`src/rtl/writeback_queue_if.sv`:
```
// writeback_queue_if: allocation, memory-response, register-write and status signals of the writeback queue.
// Forwarding query signals exist only when WB_FORWARD_EN is defined.
interface writeback_queue_if #(parameter int DEPTH = 4, parameter int DATA_W = 32, parameter int ADDR_W = 5);
  logic                       allocValid;
  logic                       allocIsLoad;
  logic [ADDR_W-1:0]          allocRd;
  logic [DATA_W-1:0]          allocData;
  logic                       allocReady;
  logic                       memRespValid;
  logic [DATA_W-1:0]          memRespData;
  logic [ADDR_W-1:0]          writeRpoint;
  logic [DATA_W-1:0]          writeData;
  logic                       writeEnable;
  logic [31:0]                busyMask;
  logic [$clog2(DEPTH+1)-1:0] count;
  logic                       errSticky;
`ifdef WB_FORWARD_EN
  logic [ADDR_W-1:0]          qRd;
  logic                       qHit;
  logic [DATA_W-1:0]          qData;
  modport master (output allocValid, allocIsLoad, allocRd, allocData, memRespValid, memRespData, qRd,
                  input allocReady, writeRpoint, writeData, writeEnable, busyMask, count, errSticky, qHit, qData);
  modport slave (input allocValid, allocIsLoad, allocRd, allocData, memRespValid, memRespData, qRd,
                 output allocReady, writeRpoint, writeData, writeEnable, busyMask, count, errSticky, qHit, qData);
`else
  modport master (output allocValid, allocIsLoad, allocRd, allocData, memRespValid, memRespData,
                  input allocReady, writeRpoint, writeData, writeEnable, busyMask, count, errSticky);
  modport slave (input allocValid, allocIsLoad, allocRd, allocData, memRespValid, memRespData,
                 output allocReady, writeRpoint, writeData, writeEnable, busyMask, count, errSticky);
`endif
endinterface

```
`src/rtl/writeback_queue.sv`:
```
// writeback_queue: in-order register writeback queue with in-order load fill and busy scoreboard.
// Define WB_FORWARD_EN to add the combinational forwarding query (qRd/qHit/qData).
module writeback_queue #(
  parameter int DEPTH  = 4,
  parameter int DATA_W = 32,
  parameter int ADDR_W = 5
) (
  input logic             clk,
  input logic             rst_n,
  writeback_queue_if.slave bus
);
  localparam int PW = $clog2(DEPTH);
  localparam int CW = $clog2(DEPTH + 1);
  logic [DEPTH-1:0]  vld_q, vld_d, rdy_q, rdy_d;
  logic [ADDR_W-1:0] rd_q [DEPTH];
  logic [ADDR_W-1:0] rd_d [DEPTH];
  logic [DATA_W-1:0] data_q [DEPTH];
  logic [DATA_W-1:0] data_d [DEPTH];
  logic [PW-1:0]     slot [DEPTH];
  logic [PW-1:0]     head_q, head_d, tail_q, tail_d, fill_idx;
  logic [CW-1:0]     count_q, count_d;
  logic              we_q, we_d, err_q, err_d;
  logic [ADDR_W-1:0] wrp_q, wrp_d;
  logic [DATA_W-1:0] wd_q, wd_d;
  logic              push, pop, fill, fill_found;
  logic [31:0]       busy;
  assign bus.allocReady  = count_q < CW'(DEPTH);
  assign bus.writeRpoint = wrp_q;
  assign bus.writeData   = wd_q;
  assign bus.writeEnable = we_q;
  assign bus.count       = count_q;
  assign bus.errSticky   = err_q;
  assign bus.busyMask    = busy & ~32'd1;
  assign push = bus.allocValid && bus.allocReady;
  assign pop  = vld_q[head_q] && rdy_q[head_q];
  assign fill = bus.memRespValid && fill_found;
  // slot[i] is the i-th oldest position; the load target is the oldest valid, not-ready entry
  always_comb begin
    fill_found = 1'b0;
    fill_idx   = head_q;
    busy       = we_q ? 32'd1 << wrp_q : 32'd0;
    for (int i = 0; i < DEPTH; i++) slot[i] = head_q + PW'(i);
    for (int i = DEPTH - 1; i >= 0; i--) begin
      fill_found = (vld_q[slot[i]] && !rdy_q[slot[i]]) ? 1'b1 : fill_found;
      fill_idx   = (vld_q[slot[i]] && !rdy_q[slot[i]]) ? slot[i] : fill_idx;
      busy       = vld_q[i] ? busy | (32'd1 << rd_q[i]) : busy;
    end
  end
  always_comb begin
    vld_d   = vld_q;
    rdy_d   = rdy_q;
    rd_d    = rd_q;
    data_d  = data_q;
    head_d  = pop ? head_q + PW'(1) : head_q;
    tail_d  = push ? tail_q + PW'(1) : tail_q;
    count_d = count_q + CW'(push) - CW'(pop);
    we_d    = pop && rd_q[head_q] != '0;
    wrp_d   = we_d ? rd_q[head_q] : wrp_q;
    wd_d    = we_d ? data_q[head_q] : wd_q;
    err_d   = err_q || (bus.allocValid && !bus.allocReady) || (bus.memRespValid && !fill_found);
    if (pop) vld_d[head_q] = 1'b0;
    if (fill) begin
      rdy_d[fill_idx]  = 1'b1;
      data_d[fill_idx] = bus.memRespData;
    end
    if (push) begin
      vld_d[tail_q]  = 1'b1;
      rdy_d[tail_q]  = !bus.allocIsLoad;
      rd_d[tail_q]   = bus.allocRd;
      data_d[tail_q] = bus.allocData;
    end
  end
  always_ff @(posedge clk or negedge rst_n) begin
    if (!rst_n) begin
      vld_q   <= '0;
      rdy_q   <= '0;
      head_q  <= '0;
      tail_q  <= '0;
      count_q <= '0;
      we_q    <= 1'b0;
      wrp_q   <= '0;
      wd_q    <= '0;
      err_q   <= 1'b0;
      for (int i = 0; i < DEPTH; i++) begin
        rd_q[i]   <= '0;
        data_q[i] <= '0;
      end
    end else begin
      vld_q   <= vld_d;
      rdy_q   <= rdy_d;
      head_q  <= head_d;
      tail_q  <= tail_d;
      count_q <= count_d;
      we_q    <= we_d;
      wrp_q   <= wrp_d;
      wd_q    <= wd_d;
      err_q   <= err_d;
      rd_q    <= rd_d;
      data_q  <= data_d;
    end
  end
`ifdef WB_FORWARD_EN
  logic              fwd_m, fwd_r;
  logic [DATA_W-1:0] fwd_data;
  // walk oldest to youngest so the youngest match wins; the write-port stage is older than any entry
  always_comb begin
    fwd_m    = we_q && wrp_q == bus.qRd;
    fwd_r    = fwd_m;
    fwd_data = wd_q;
    for (int i = 0; i < DEPTH; i++) begin
      if (vld_q[slot[i]] && rd_q[slot[i]] == bus.qRd) begin
        fwd_m    = 1'b1;
        fwd_r    = rdy_q[slot[i]];
        fwd_data = data_q[slot[i]];
      end
    end
  end
  assign bus.qHit  = fwd_m && fwd_r && bus.qRd != '0;
  assign bus.qData = fwd_data;
`endif
endmodule

```
`src/flat_wrapper.sv`:
```
// flat-port wrapper written by rule: the top's interface ports become plain ports
module writeback_queue_flat 
#(
  parameter int DEPTH  = 4,
  parameter int DATA_W = 32,
  parameter int ADDR_W = 5
)
  (clk, rst_n, bus_allocValid, bus_allocIsLoad, bus_allocRd, bus_allocData, bus_memRespValid, bus_memRespData, bus_allocReady, bus_writeRpoint, bus_writeData, bus_writeEnable, bus_busyMask, bus_count, bus_errSticky);
  writeback_queue_if #(.DEPTH(DEPTH), .DATA_W(DATA_W), .ADDR_W(ADDR_W)) bus_i ();
  input logic clk;
  input logic rst_n;
  input wire logic [$bits(bus_i.allocValid)-1:0] bus_allocValid;
  input wire logic [$bits(bus_i.allocIsLoad)-1:0] bus_allocIsLoad;
  input wire logic [$bits(bus_i.allocRd)-1:0] bus_allocRd;
  input wire logic [$bits(bus_i.allocData)-1:0] bus_allocData;
  input wire logic [$bits(bus_i.memRespValid)-1:0] bus_memRespValid;
  input wire logic [$bits(bus_i.memRespData)-1:0] bus_memRespData;
  output wire logic [$bits(bus_i.allocReady)-1:0] bus_allocReady;
  output wire logic [$bits(bus_i.writeRpoint)-1:0] bus_writeRpoint;
  output wire logic [$bits(bus_i.writeData)-1:0] bus_writeData;
  output wire logic [$bits(bus_i.writeEnable)-1:0] bus_writeEnable;
  output wire logic [$bits(bus_i.busyMask)-1:0] bus_busyMask;
  output wire logic [$bits(bus_i.count)-1:0] bus_count;
  output wire logic [$bits(bus_i.errSticky)-1:0] bus_errSticky;
  assign bus_i.allocValid = bus_allocValid;
  assign bus_i.allocIsLoad = bus_allocIsLoad;
  assign bus_i.allocRd = bus_allocRd;
  assign bus_i.allocData = bus_allocData;
  assign bus_i.memRespValid = bus_memRespValid;
  assign bus_i.memRespData = bus_memRespData;
  assign bus_allocReady = bus_i.allocReady;
  assign bus_writeRpoint = bus_i.writeRpoint;
  assign bus_writeData = bus_i.writeData;
  assign bus_writeEnable = bus_i.writeEnable;
  assign bus_busyMask = bus_i.busyMask;
  assign bus_count = bus_i.count;
  assign bus_errSticky = bus_i.errSticky;
  writeback_queue #(.DEPTH(DEPTH), .DATA_W(DATA_W), .ADDR_W(ADDR_W)) u_core (.clk(clk), .rst_n(rst_n), .bus(bus_i));
endmodule
```
`config.mk`:
```
export PLATFORM = sky130hd
export DESIGN_NAME = writeback_queue_flat
export DESIGN_NICKNAME = d
export VERILOG_FILES = /design/src/rtl/writeback_queue_if.sv /design/src/rtl/writeback_queue.sv /design/src/flat_wrapper.sv
export SDC_FILE = /design/constraint.sdc
export NUM_CORES = 1
export LEC_CHECK = 0
export ABC_AREA = 1
export ABC_CLOCK_PERIOD_IN_PS = 4620
export CAP_MARGIN = 20
export CELL_PAD_IN_SITES_DETAIL_PLACEMENT = 0
export CELL_PAD_IN_SITES_GLOBAL_PLACEMENT = 1
export CORE_MARGIN = 4
export CORE_UTILIZATION = 44
export DETAILED_ROUTE_END_ITERATION = 8
export HOLD_SLACK_MARGIN = 0.06
export MAX_ROUTING_LAYER = met4
export PLACE_DENSITY = 0.95
export REMOVE_ABC_BUFFERS = 1
export SETUP_SLACK_MARGIN = 0.5
export SYNTH_ARGS = -nofsm -noshare
export SYNTH_HDL_FRONTEND = slang
export SYNTH_SLANG_ARGS = --single-unit
```
`constraint.sdc`:
```
create_clock -name clk -period 4.62 [get_ports clk]
set_clock_uncertainty 0.1 [all_clocks]
set_input_delay 0.693 -clock clk [delete_from_list [all_inputs] [get_ports clk]]
set_output_delay 0.693 -clock clk [all_outputs]
set_load 0.01 [all_outputs]
```
After elaboration in Yosys (flattened, before gate mapping)
Index checks and enable logic that the tools add are counted.
{"block": "op_classes", "muxes": 57, "n_lt_le_gt_ge": 15, "n_shift": 5, "n_addsub": 6, "reduce_logical": 25, "bitwise_logic": 11}
{"operator": "$mux 32", "count": 9}
{"operator": "$bwmux 128", "count": 2}
{"operator": "$mux 128", "count": 2}
{"operator": "$shl 1x5->32 const A", "count": 5}
{"operator": "$demux 32 s2", "count": 2}
{"operator": "$or 32x32->32", "count": 4}
{"operator": "$bmux 32 s2", "count": 1}
{"operator": "$bwmux 20", "count": 1}
{"operator": "$lt 2x3->1 const B", "count": 6}
{"operator": "$bmux 1 s2", "count": 8}
{"operator": "$mux 4", "count": 4}
{"operator": "$logic_and 1x1->1", "count": 15}
{"operator": "$mux 1", "count": 15}
{"operator": "$mux 5", "count": 3}
{"operator": "$bmux 5 s2", "count": 1}
{"operator": "$demux 5 s2", "count": 1}
{"operator": "$ge 3x3->1 const B", "count": 3}
{"operator": "$not 2->3", "count": 3}
{"operator": "$mux 2", "count": 4}
{"operator": "$or 4x4->4", "count": 2}
{"operator": "$logic_not 1->1", "count": 7}
{"operator": "$demux 1 s2", "count": 3}
{"operator": "$ge 2x1->1 const B", "count": 3}
{"operator": "$lt 3x1->1 const B", "count": 2}
{"operator": "10 further kinds", "count": 13}
{"block": "word_totals", "input_bits": 74, "regBits": 202, "output_inout_bits": 75}

Logic depth before layout (Yosys ltp)
Gate-level depths: netlist of the first run.
{"block": "depth", "depth_word": 18, "depth_mapped": 21, "mapped_depth_nobuf": 15}

Least setup slack after synthesis of the first run
Ideal clock, no wire load.
{"block": "synth_path", "kind": "reg2reg", "startpoint": "reg u_core.head_q[0]", "endpoint": "reg u_core.data_q[10] (netlist bit)", "t_required_ns": 4.407, "path_buffers": 6, "t_arrival_ns": 2.750, "path_stages_with_launch": 19, "path_slack_ns": 1.657, "period_less_slack_ns": 2.963, "cell_sequence": "dfrtp_1 buf_6 inv_4 buf_6 clkbuf_1 clkbuf_1 ha_1 inv_1 nand3_1 nand2_1 nand2_1 nor2_2 nor2_8 buf_2 buf_2 nand4_1 nand3_1 nand2_1 inv_1"}
{"item": "start, declared", "line": "writeback_queue.sv:20", "text": "logic [PW-1:0] head_q, head_d, tail_q, tail_d, fill_idx;"}
{"item": "start signal, assigned", "line": "writeback_queue.sv:77", "text": "head_q <= '0;"}
{"item": "start signal, assigned", "line": "writeback_queue.sv:91", "text": "head_q <= head_d;"}
{"item": "end signal, assigned", "line": "writeback_queue.sv:99", "text": "data_q <= data_d;"}
{"item": "end, declared", "line": "writeback_queue.sv:17", "text": "logic [DATA_W-1:0] data_q [DEPTH];"}

==> flow_summary.json, run 1 <==
{
  "ant_nets": 0,
  "cp_max_fo": 36,
  "cts_tree": "yes",
  "grt_overflow": 0,
  "path_buf_inv": 2,
  "gp_congestion": 0.988,
  "yosys.area.top_type": "dfrtp_1",
  "cp-endpoint": "u_core.data_q[111]",
  "avgSynthCellArea_um2": 6.80,
  "seq_power_share_pct": 25.0,
  "synth.area.mux_share_pct": 0,
  "grt_max_degree": 109,
  "leakagePower_nw": 7.37,
  "drc_errors": 0,
  "synthArstFlopShare_pct": 100,
  "fin_hold_ws_ps": 210,
  "crit_top_cell": "nand2_1",
  "drive_above_1_share_pct": 4.33,
  "switching_share_pct": 53.7,
  "place_hpwl_um": 29300,
  "final-instance-count-excl-fill": 2339,
  "clkTransAtPathRegs_ps": 60,
  "die_w_um": 178,
  "numCtsBuffers": 23,
  "p_per_area_nw_per_um2": 911,
  "crit_cells": 13,
  "synth.most_common_cell": "nand2_1",
  "cp.required_ps": 4970,
  "ys_ff_latch": 202,
  "grt_antenna_before_repair": 0,
  "synth_top_family_by_area": "simple AND/OR/NAND/NOR gates",
  "wl_um": 46400,
  "initial_utilization_pct": 45.2,
  "synth_fa_ha_area_share_pct": 1.14,
  "path_delay_family": "simple AND/OR/NAND/NOR gates",
  "synth-compound-area-share_pct": 12.9,
  "worstHoldPathType": "in -> async",
  "multi_input_area_um2": 6150,
  "clockPowerShare_pct": 12.8,
  "fin_crit_ps": 4060,
  "cts-root-buf": "clkbuf_16",
  "dr.pass1.iters": 5,
  "ys_warn_count": 0,
  "pwr-share-comb_pct": 62.2,
  "hold_violations": 0,
  "arrival_ps": 4420,
  "ys_seq_area_share_pct": 39.7,
  "cp-startpoint": "u_core.head_q[1]",
  "intPower_mw": 6.32,
  "synth.area.top_cells": "dfrtp_1 40%, nand2_1 18%, inv_1 6.9%, nand3_1 6.8%, o21ai_0 4.2%",
  "io_pins": 149,
  "antenna_cells": 0,
  "coreArea_um2": 28200,
  "synth_common_cells": "600 x nand2_1, 234 x inv_1, 202 x dfrtp_1, 172 x nand3_1, 113 x nor2_1",
  "tightest_slew_ps": 1200,
  "max_cap_viol_count": 0,
  "die-area_um2": 31700,
  "status": "finished, final reports clean",
  "grt_pass1_vias": 13000,
  "cpMaxStageDelayCell": "nor2_2",
  "r2r_start": "u_core.head_q[1]",
  "crit_path_max_incr_delay_ps": 1090,
  "wl_per_cell_um": 19.8,
  "fin_util_pct": 53.2,
  "syn-cell-area_um2": 12700,
  "fillers": 2771,
  "r2r_end": "u_core.data_q[111]",
  "grt_pass1_wl_um": 72700,
  "synth_cell_types": 43,
  "die_h_um": 178,
  "cts-htree-levels": 1,
  "rrSetupSlack_ps": 560,
  "num_rows": 61,
  "worstSkewPairLatency_ps": 510,
  "worstSetupPathType": "reg -> reg",
  "max_slew_margin_pct": 20.0,
  "setup_viol": 0,
  "syn_inst": 1870,
  "start_kind": "flop",
  "ff_latch_area_um2": 5060,
  "synth_top_area_share_pct": 39.7,
  "hold_buffers": 0,
  "grt_use_total_pct": 29.5,
  "area_growth_pct": 17.7,
  "dp_cells": 2301,
  "yosys.area_share.simple_pct": 33.9,
  "crit_path_end_kind": "flop",
  "rsz0062_at_grt": "yes",
  "via_count": 13400,
  "num-nets-final": 2034,
  "port_buffers": 147,
  "synth_xor_area_share_pct": 0.275,
  "ys.flop_type": "dfrtp_1",
  "max_freq_mhz": 246,
  "clockBufferDepth": 3,
  "post_cts_buffers": 0,
  "ir_drop_v": 0.000617,
  "min_period_over_period_pct": 88.0,
  "clock-sinks": 202,
  "power_switching_mw": 7.32,
  "synth_edf_count": 0,
  "detail_route.iter0.violations": 1453,
  "vias_per_cell": 5.72,
  "reg2reg_depth": 13,
  "drv_slew": 0,
  "crit_chain": "inv_2, ha_1, nand3_1, nand2_1, nand2_1, nor2_2, nor2_8, nand3_4, nor2_2, nand2_1, nand3_1, nand2_1, inv_1",
  "cts_resized": 0
}
-- how the worst min path moves through the flow --
stage	slack (ps)	start	cells after the start	endpoint
2_1_floorplan	300	rst_n	0	u_core.bus.count[0]
3_3_place_gp	360	u_core.bus.writeData[4]	2	u_core.bus.writeData[4]
3_5_place_dp	360	u_core.bus.writeData[5]	2	u_core.bus.writeData[5]
4_1_cts	250	rst_n	1	u_core.data_q[67]
5_1_grt	280	rst_n	1	u_core.data_q[35]
6_report	210	rst_n	1	u_core.data_q[3]
-- per-stage QoR --
step / power (mW) / TNS (ps) / setup slack, ps / area (µm²)
after floorplan: 8.49 / -76460 / -852 / 12100
after global placement: 11.5 / 0 / 830 / 14300
after detailed placement: 11.7 / 0 / 768 / 14300
after CTS: 13.5 / 0 / 770 / 15000
after global routing: 14.8 / 0 / 364 / 15000
final: 13.6 / 0 / 556 / 15000
-- worst reg2reg max path, delay by kind of cell (launching register included) --
kind / cells / cell delay [ps]
simple gates: 10 / 2550
fa+ha+maj: 1 / 420
flops: 1 / 380
buf+inv: 2 / 550
-- logic make-up (layout without fill, tap and decap cells) --
group                      after synthesis  in the layout
AOI/OAI and AO/OA                      281            281
xor gates and xnor gates                 4              4
adders and majority gates               11             11
buffers and inverters                  364            454
DFF                                    202            202
other                                    1              1
and+or+nand+nor                       1007           1008
-- per-layer routing --
layer | part of all wire (%) | GRT usage (%) | up-vias
li1 | - | - | 6236
met1 | 41 | 38.5 | 6311
met2 | 47 | 46.6 | 706
met3 | 8.6 | 3.88 | 124
met4 | 4.1 | 12.5 | 0
met5 | 0 | - | -
-- final cells by class --
type,instances,share of cell area (%)
Multi-Input combinational cell,1305,41.1
Sequential cell,202,33.8
Inverter,241,6.06
Clock buffer,32,4.27
Clock inverter,5,0.334
Tap cell,378,3.16
Timing Repair Buffer,176,11.3
-- power groups by stage --
stage | Sequential (mW) | Clock, mW | Combinational (mW)
6_report | 3.41 | 1.74 | 8.49
5_1_grt | 3.51 | 1.84 | 9.47
4_1_cts | 3.39 | 1.76 | 8.36
3_5_place_dp | 3.41 | 0 | 8.33
3_3_place_gp | 3.39 | 0 | 8.15
2_1_floorplan | 3.39 | 0 | 5.09
-- sequential cells by signal, summed over array words and instances, names as in the netlist --
register and cells:
u_core.vld_q 4, u_core.bus.writeData 32, u_core.bus.writeRpoint 5, u_core.rdy_q 4, u_core.bus.count 3, u_core.data_q 128
u_core.bus.writeEnable 1, u_core.tail_q 2, u_core.rd_q 20, u_core.bus.errSticky 1, u_core.head_q 2
-- cells in the final DEF (no fill, tap or decap), types with 10 or more instances in the layout --
cell             instances
nand2_1                595
inv_1                  234
dfrtp_1                201
nand3_1                172
clkdlybuf4s50_1        146
nor2_1                 113
o21ai_0                106
nand4_1                 71
o21ai_1                 60
o22ai_1                 37
buf_4                   29
nor3_1                  27
clkbuf_16               23
a21oi_1                 19
a22oi_1                 12
ha_1                    10
(Power assumes the default switching activity.)
==> run 2: changes to the inputs <==
GPL_TIMING_DRIVEN = 0   (was unset)
RECOVER_POWER = 50   (was unset)
==> run 2 against run 1 <==
Final area up 4.1%. Final cell count up 0.86%. Maximum frequency up 0.76%. Highest routed layer unchanged. Global-route usage up 1.6 points. Critical path type unchanged. The run now ends with capacitance limit, slew limit left. Setup slack better by 31 ps.
==> flow_summary.json, run 2 (synthesized netlist as in run 1, its figures left out) <==
{
  "status": "finished with violations",
  "violations": "capacitance limit, slew limit",
  "crit_top_cell": "nand2_1",
  "grt_antenna_before_repair": 2,
  "die_w_um": 178,
  "ant_nets": 0,
  "die_h_um": 178,
  "fin_crit_ps": 4030,
  "dpl_worst_slack_ps": -1720,
  "cp_max_fo": 76,
  "rsz0062_at_grt": "no",
  "vias_per_cell": 5.93,
  "hold_violations": 0,
  "fin_hold_ws_ps": 371,
  "min_period_over_period_pct": 87.3,
  "wl_met3_um": 5670,
  "cts_tree": "yes",
  "detail_route.iter0.violations": 1938,
  "cpMaxStageDelayCell": "dfrtp_4",
  "crit_chain": "buf_16, inv_8, ha_1, inv_1, nand2_1, nand2_1, nand2_1, nand2_1, nand3_2, nand2_8, nand3_2, nand2_1, nand3_1, nand2_1, inv_1",
  "setup_viol": 0,
  "wl_per_cell_um": 21.5,
  "tns_ps": 0,
  "worstSkewPairLatency_ps": 520,
  "worstHoldPathType": "reg -> reg",
  "crit_path_end_kind": "flop",
  "num_rows": 61,
  "final_cell_mix": "597 x nand2_1, 234 x inv_1, 200 x dfrtp_1",
  "max_freq_mhz": 248,
  "ff_latch_area_um2": 5060,
  "drv_slew": 55,
  "place_hpwl_um": 28300,
  "num-nets-final": 2047,
  "fillers": 2703,
  "max_cap_viol_count": 1,
  "initial_utilization_pct": 45.2,
  "worstSetupPathType": "reg -> reg",
  "wl_um": 50600,
  "wl_met2_um": 23300,
  "coreArea_um2": 28200,
  "arrival_ps": 4340,
  "numCtsBuffers": 24,
  "largest-register": "u_core.data_q",
  "fin_ws_ps": 586,
  "dr.max_layer_used": "met4",
  "grt_max_degree": 79,
  "drc_errors": 0,
  "start_kind": "flop",
  "crit_path_max_incr_delay_ps": 610,
  "max_slew_margin_pct": -108,
  "drive_above_1_share_pct": 5.20,
  "grt_pass1_wl_um": 75600,
  "grt_overflow": 0,
  "cts-htree-levels": 1,
  "largest_register_ffs": 128,
  "dr.pass1.iters": 6,
  "gp_congestion": 1.00,
  "io_pins": 149,
  "tightest_slew_ps": 3130,
  "via_count": 14000,
  "port_buffers": 147,
  "clock-sinks": 202,
  "cp.required_ps": 4930,
  "grt_use_total_pct": 31.1,
  "final_common_cell": "nand2_1",
  "grt_pass1_vias": 13100,
  "clockBufferDepth": 3,
  "multi_input_area_um2": 6350,
  "met1_length_um": 19900,
  "die-area_um2": 31700,
  "clkTransAtPathRegs_ps": 60,
  "cts-root-buf": "clkbuf_16",
  "area_growth_pct": 22.6
}
-- run 2: critical path: cells and delay by family, from the launching register on --
kind,cells,cell delay [ps]
buffers and inverters,4,830
adder cells (fa/ha/maj),1,390
flip-flops,1,610
AND/OR/NAND/NOR,10,1890
-- run 2: stage by stage --
stage	std cells	utilization, %	area [µm²]
4_1_cts	2346	54.9	15500
2_1_floorplan	1747	-	12100
3_3_place_gp	2272	49.9	14000
5_1_grt	2359	55.4	15600
3_5_place_dp	2283	50.9	14300
6_report	2359	55.4	15600
-- run 2: routing by layer --
| layer | vias to the layer above | GRT usage [%] |
|---|---|---|
| met5 | - | - |
| met4 | 0 | 10.5 |
| met3 | 161 | 4.11 |
| met2 | 963 | 49.9 |
| met1 | 6559 | 41.1 |
| li1 | 6301 | - |
-- run 2: timing repair --
item                                   CTS  global route
endpoints found under the hold margin   54             0
setup buffers                           10             8
hold buffers                             1             0
resized for setup                       19             3
pin swaps                                9             4
cloned                                   9             3
setup endpoints to repair              165           152
-- run 2: final cells by class --
type	instances	share of cell area [%]
diodes	2	0.0321
well taps	378	3.03
inverters	241	5.97
repair buffers	177	12.5
clock inverters	7	0.706
multi-input cells	1316	40.7
flip-flops and latches	202	32.5
clock buffers	36	4.60
-- run 2: path summary, 6_finish.rpt --
check | startpoint | end | slack [ps] | depth (start not counted)
max reg2reg | u_core.head_q[0] | u_core.data_q[85] | 590 | 15
max | u_core.head_q[0] | u_core.data_q[85] | 590 | 15
min in group asynchronous | rst_n | u_core.data_q[99] | 1640 | 2
max in group asynchronous | rst_n | u_core.bus.writeData[13] | 960 | 4
min reg2reg | u_core.bus.writeData[26] | u_core.bus.writeData[26] | 370 | 2
min | u_core.bus.writeData[26] | u_core.bus.writeData[26] | 370 | 2
Power of run 2 is not shown: default switching activity piles up to over one toggle a cycle in this logic, so the estimate is an artifact.
==> run 3: changes to the inputs <==
HOLD_SLACK_MARGIN = 0.02   (was 0.06)
==> results of run 3 <==
The final DEF is identical to that of run 2; final timing and power are the same.
Power of run 3 is left out for the same reason.
